`config.mk`:
```
export PLATFORM = sky130hd
export DESIGN_NAME = mining_controller
export DESIGN_NICKNAME = d
export VERILOG_FILES = /design/src/rtl/mining_controller.sv
export SDC_FILE = /design/constraint.sdc
export NUM_CORES = 2
export LEC_CHECK = 0
export ABC_AREA = 1
export CORE_AREA = 8 8 702 704
export DETAILED_ROUTE_END_ITERATION = 10
export DIE_AREA = 0 0 710 712
export HOLD_SLACK_MARGIN = 0.06
export PLACE_DENSITY = 0.31
export SLEW_MARGIN = 20
export SYNTH_ARGS = -nofsm -noshare
export SYNTH_HDL_FRONTEND = slang
export SYNTH_SLANG_ARGS = --single-unit
```
`constraint.sdc`:
```
create_clock -name clk -period 2.4 [get_ports clk]
set_input_delay 0.48 -clock clk [delete_from_list [all_inputs] [get_ports clk]]
set_output_delay 0.48 -clock clk [all_outputs]
set_load 0.005 [all_outputs]
```
`src/rtl/mining_controller.sv`:
```
// Mining job controller: receives a job frame, sweeps the nonce range through an
// external hash core and reports shares, range exhaustion and malformed frames.
module mining_controller #(
    parameter int unsigned DIFF_ZERO_BITS = 32,
    parameter logic [31:0] NONCE_LAST     = 32'hFFFF_FFFF
) (
    input  logic           clk,
    input  logic           rst,
    input  logic           chip_enable,
    input  logic [0:767]   rx_data,
    input  logic           hash_done,
    input  logic [255:0]   hash_out,
    output logic           hash_start,
    output logic [0:255]   hash_midstate,
    output logic [0:511]   hash_block,
    output logic           found_valid,
    output logic [31:0]    found_nonce,
    output logic           exhausted,
    output logic           frame_error,
    output logic           busy
);

    localparam int unsigned FRAME_BITS = 768;
    localparam int unsigned CNT_W      = 10;
    localparam logic [CNT_W-1:0] CNT_MAX   = '1;
    localparam logic [CNT_W-1:0] FRAME_CNT = CNT_W'(FRAME_BITS);

    typedef enum logic [2:0] {
        ST_IDLE,
        ST_START,
        ST_WAIT,
        ST_CHECK,
        ST_DONE
    } state_t;

    state_t             state;
    state_t             state_nxt;
    logic               ce_prev;
    logic [CNT_W-1:0]   bit_cnt;
    logic               pending;
    logic [255:0]       hash_q;

    logic               frame_end_c;
    logic               frame_ok_c;
    logic               share_c;
    logic [31:0]        nonce_c;

    logic               load_job;
    logic               pending_set;
    logic               pending_clr;
    logic               capture;
    logic               step;
    logic               share_hit;
    logic               last_hit;

    // The live nonce is kept in place inside the block sent to the core.
    assign nonce_c     = hash_block[96:127];
    assign frame_end_c = chip_enable & ~ce_prev;
    assign frame_ok_c  = frame_end_c && (bit_cnt == FRAME_CNT);
    assign share_c     = (hash_q[255 -: DIFF_ZERO_BITS] == '0);

    generate
        if (DIFF_ZERO_BITS < 256) begin : g_low_bits
            logic unused_hash_low;
            assign unused_hash_low = ^hash_q[255-DIFF_ZERO_BITS:0];
        end
    endgenerate

    // State register
    always_ff @(posedge clk) begin
        if (rst) begin
            state <= ST_IDLE;
        end else begin
            state <= state_nxt;
        end
    end

    // Next-state and datapath control
    always_comb begin
        state_nxt   = state;
        load_job    = 1'b0;
        pending_set = 1'b0;
        pending_clr = 1'b0;
        capture     = 1'b0;
        step        = 1'b0;
        share_hit   = 1'b0;
        last_hit    = 1'b0;
        case (state)
            ST_IDLE, ST_DONE: begin
                if (frame_ok_c) begin
                    load_job  = 1'b1;
                    state_nxt = ST_START;
                end
            end
            ST_START: begin
                if (frame_ok_c) begin
                    load_job  = 1'b1;
                    state_nxt = ST_START;
                end else begin
                    state_nxt = ST_WAIT;
                end
            end
            ST_WAIT: begin
                load_job = frame_ok_c;
                if (hash_done) begin
                    // A job replaced while hashing makes the in-flight result stale.
                    pending_clr = 1'b1;
                    if (pending || frame_ok_c) begin
                        state_nxt = ST_START;
                    end else begin
                        capture   = 1'b1;
                        state_nxt = ST_CHECK;
                    end
                end else if (frame_ok_c) begin
                    pending_set = 1'b1;
                end
            end
            ST_CHECK: begin
                if (frame_ok_c) begin
                    load_job  = 1'b1;
                    state_nxt = ST_START;
                end else begin
                    share_hit = share_c;
                    if (nonce_c == NONCE_LAST) begin
                        last_hit  = 1'b1;
                        state_nxt = ST_DONE;
                    end else begin
                        step      = 1'b1;
                        state_nxt = ST_START;
                    end
                end
            end
            default: begin
                state_nxt = ST_IDLE;
            end
        endcase
    end

    // Frame receiver, job registers and registered outputs
    always_ff @(posedge clk) begin
        if (rst) begin
            ce_prev       <= 1'b1;
            bit_cnt       <= '0;
            pending       <= 1'b0;
            hash_q        <= '0;
            hash_midstate <= '0;
            hash_block    <= '0;
            hash_start    <= 1'b0;
            found_valid   <= 1'b0;
            found_nonce   <= '0;
            exhausted     <= 1'b0;
            frame_error   <= 1'b0;
            busy          <= 1'b0;
        end else begin
            ce_prev <= chip_enable;
            if (chip_enable) begin
                bit_cnt <= '0;
            end else if (bit_cnt != CNT_MAX) begin
                bit_cnt <= bit_cnt + CNT_W'(1);
            end

            if (pending_set) begin
                pending <= 1'b1;
            end else if (pending_clr) begin
                pending <= 1'b0;
            end

            if (capture) begin
                hash_q <= hash_out;
            end

            // The nonce field of the received block is the start nonce.
            if (load_job) begin
                hash_midstate <= rx_data[0:255];
                hash_block    <= rx_data[256:767];
            end else if (step) begin
                hash_block[96:127] <= nonce_c + 32'd1;
            end

            if (share_hit) begin
                found_nonce <= nonce_c;
            end

            hash_start  <= (state_nxt == ST_START);
            busy        <= (state_nxt inside {ST_START, ST_WAIT, ST_CHECK});
            found_valid <= share_hit;
            exhausted   <= last_hit;
            frame_error <= frame_end_c && !frame_ok_c;
        end
    end

endmodule

```
==> out/results.txt <==
# DRC: 0
Tmin final: 2.366 ns
GP Congestion: 0.9514
worst-case reg-to-reg path depth: 10
WL/cell: 27.75 µm
initial antenna violation count: 286
slowest cell on the critical path: clkdlybuf4s15_1
CTS Root Cell: clkbuf_16
first-pass GRT wire length: 422,900 µm
post-CTS setup buffers: 0
Crit Reg-Reg Endpoint: hash_midstate[45]
RR Startpoint: bit_cnt[0]
# port buffers: 1,608
sequential share of the synthesized area: 0.5514
maximum vdd drop: 0.4214 mV
vias in the first global route: 36,020
CP Depth: 1
WHS: 0.1819 ns
Total Routing Usage GR: 0.1286
Hold Path Origin: rx_data[652]
largest net degree at the start of global routing: 94
post-layout util: 0.1264
Post-synth top cells: nand2_1, dfxtp_1, a21oi_1
final setup violating endpoints: 0
Synth Area in Simple Gates: 0.2495
Ports: 1,833
CTS tree: done
CP Capture Type: primary output
Die Y: 712 µm
Row Count: 255
post-synthesis mux area share: 0
largest area contributor in the synthesized netlist: dfxtp_1
Critical Path Max Stage Delay: 0.73 ns
clock tree buffer depth: 4
share of cells above drive strength 1: 0.08967
Synth Area in Adders: 0.001213
total number of yosys warnings: 0
Mapped Cells: 4,097
EDFF count, synth: 0
count leader, synth: nand2_1
Num CTS Buffers: 134
Least-Margin Pin Slew: 0.8280 ns
1st-iter DRT viols: 2,347
final hold violation count: 0
delay-heaviest family, CP: buffers and inverters
max-cap violations: 0
Reg2Reg Setup Slack: 0.18 ns
HPWL Detailed: 296,900 µm
crit-path max FO: 2
Cell Chain, Critical Path: clkdlybuf4s15_1
Starting Density: 0.06430
period utilisation layout: 0.9858
Reg clk slew, reported paths: 0.06 ns
ys async rst share: 0
count of cell types in the netlist: 34
status: finished, final reports clean
pwr dens: 606.1 nW/µm²
worst-skew pair later-pin latency: 0.84 ns
area delta synth->final: 96.53%
FF+latch count, synth: 852
CTS sink cnt: 852
Setup TNS: 0 ns
critical path launch point: hash_block[5]
Worst EP required: 1.92 ns
via/cell ratio: 2.958
total iterations of the first detailed-routing run: 6
H-tree depth: 4
Mapped Area: 30,930 µm²
Tightest Hold Check Type: in2reg
die area: 505,500 µm²
Leak Pwr: 20.21 nW
Top FF cell, synth: dfxtp_1
Syn Nets: 5,128
Setup crit start kind: flop
Worst Skew: 0.06324 ns
Routed Antenna Nets: 0
Fmax: 422.7 MHz
Critical Path AT: 1.89 ns
Slew HR: 0.4502
end point of the critical path: hash_block[5]
vias: 36,470
Yosys top cell area share: 0.5514
Die Span X: 710 µm
Avg Inst Size Synth: 7.551 µm²
Worst Setup Path Type: reg2out
Max Slew Vio Count: 0
NumNets Final: 6,815
buffers plus inverters on the worst setup path: 1
xor/xnor share of the synthesized area: 0.004247
Synth Area in Compound Gates: 0.1406
Tot Pwr: 0.03685 W
total wire length: 342,200 µm
Core ar.: 481,100 µm²
largest family of logic cells by synthesized area: simple AND/OR/NAND/NOR gates
Fill cells: 55,560
total grt overflow: 0
ranking of synthesized cells by area: dfxtp_1, nand2_1, a21oi_1
-- repair_timing --
action	in CTS	in global routing
gates cloned	0	1
hold buffers	3	0
endpoints found under the hold margin	4	0
setup endpoints to repair	258	175
gates resized for setup	313	21
-- sequential cells by signal, indices dropped and copies added (netlist names) --
signal,count
hash_block,512
hash_midstate,256
found_nonce,32
hash_q,32
bit_cnt,10
state,3
busy,1
ce_prev,1
exhausted,1
found_valid,1
frame_error,1
hash_start,1
pending,1
-- layout by cell type, fill, tap and decap left out, types with 6 or more instances in the layout --
cell type	instances
a21oi_1	787
dfxtp_2	18
clkinvlp_4	7
clkinv_2	14
buf_12	64
diode_2	28
clkbuf_1	24
o21ai_0	75
nand4_1	43
inv_1	95
nor2_1	174
nor3_1	13
dfxtp_1	812
nand2_1	1659
dlygate4sd2_1	226
bufinv_16	13
nand3_1	54
dfxtp_4	22
clkbuf_16	138
nor2_2	6
xor2_1	11
buf_4	172
clkdlybuf4s50_1	1347
clkbuf_8	23
or2_2	11
clkinv_8	7
-- worst min path at each step --
stage / end / slack, ns / cells past startpoint
final: hash_block[396] / 0.18 / 3
after global routing: hash_block[191] / 0.11 / 3
after global placement: hash_q[243] / 0.43 / 2
after CTS: hash_midstate[42] / 0.06 / 3
after detailed placement: frame_error / 0.43 / 1
after floorplan: frame_error / 0.40 / 1
-- final cells by class --
| cell class | count | area (µm²) | area share |
|---|---|---|---|
| Sequential cell | 852 | 17160 | 0.2823 |
| Clock inverter | 45 | 665.6 | 0.01095 |
| Multi-Input combinational cell | 2858 | 12240 | 0.2014 |
| Inverter | 100 | 387.9 | 0.006380 |
| Antenna cell | 28 | 70.07 | 0.001153 |
| Timing Repair Buffer | 1838 | 18390 | 0.3025 |
| Clock buffer | 184 | 3835 | 0.06308 |
| Tap cell | 6425 | 8039 | 0.1322 |
-- power by group --
part | total [W] | leakage, nW | internal (W) | switching, W
Sequential | 0.0141 | 6.89 | 0.0141 | 0.00000206
Combinational | 0.00199 | 11.1 | 0.00121 | 0.000778
Clock | 0.0207 | 2.19 | 0.0126 | 0.00814
-- kinds of logic (layout without fill, tap and decap cells) --
group                    after synthesis  count (layout)
AO/OA/AOI/OAI                        866             866
XOR/XNOR                              15              15
adder cells (fa/ha/maj)                3               3
buffers and inverters                387            2167
flip-flops                           852             852
other                                  0              28
AND/OR/NAND/NOR                     1974            1974
-- worst reg2reg max path: cells and delay by family (launching register included) --
family                     cells  cell delay [ns]
buffers and inverters          4             1.01
DFF                            1             0.36
AOI/OAI and AO/OA              1             0.16
and+or+nand+nor                4             0.47
adders and majority gates      1             0.20
-- metal layers --
| metal | vias up | wire length, µm | global-route usage |
|---|---|---|---|
| met5 | - | 1250 | 0 |
| met4 | 186 | 9511 | 0.02471 |
| met3 | 703 | 44840 | 0.07680 |
| met2 | 1681 | 161100 | 0.2204 |
| met1 | 17280 | 125400 | 0.1359 |
| li1 | 16620 | - | - |
-- metrics by stage --
stage	setup WS [ns]	area (µm²)	cells
after global placement	-0.5523	56310	12070
after detailed placement	-0.4587	56310	12070
final	0.03412	60800	12330
after floorplan	0.5514	30930	4097
after CTS	0.0003688	60670	12300
after global routing	-0.006936	60730	12300
Note: power is estimated with default switching activity, not from simulation.
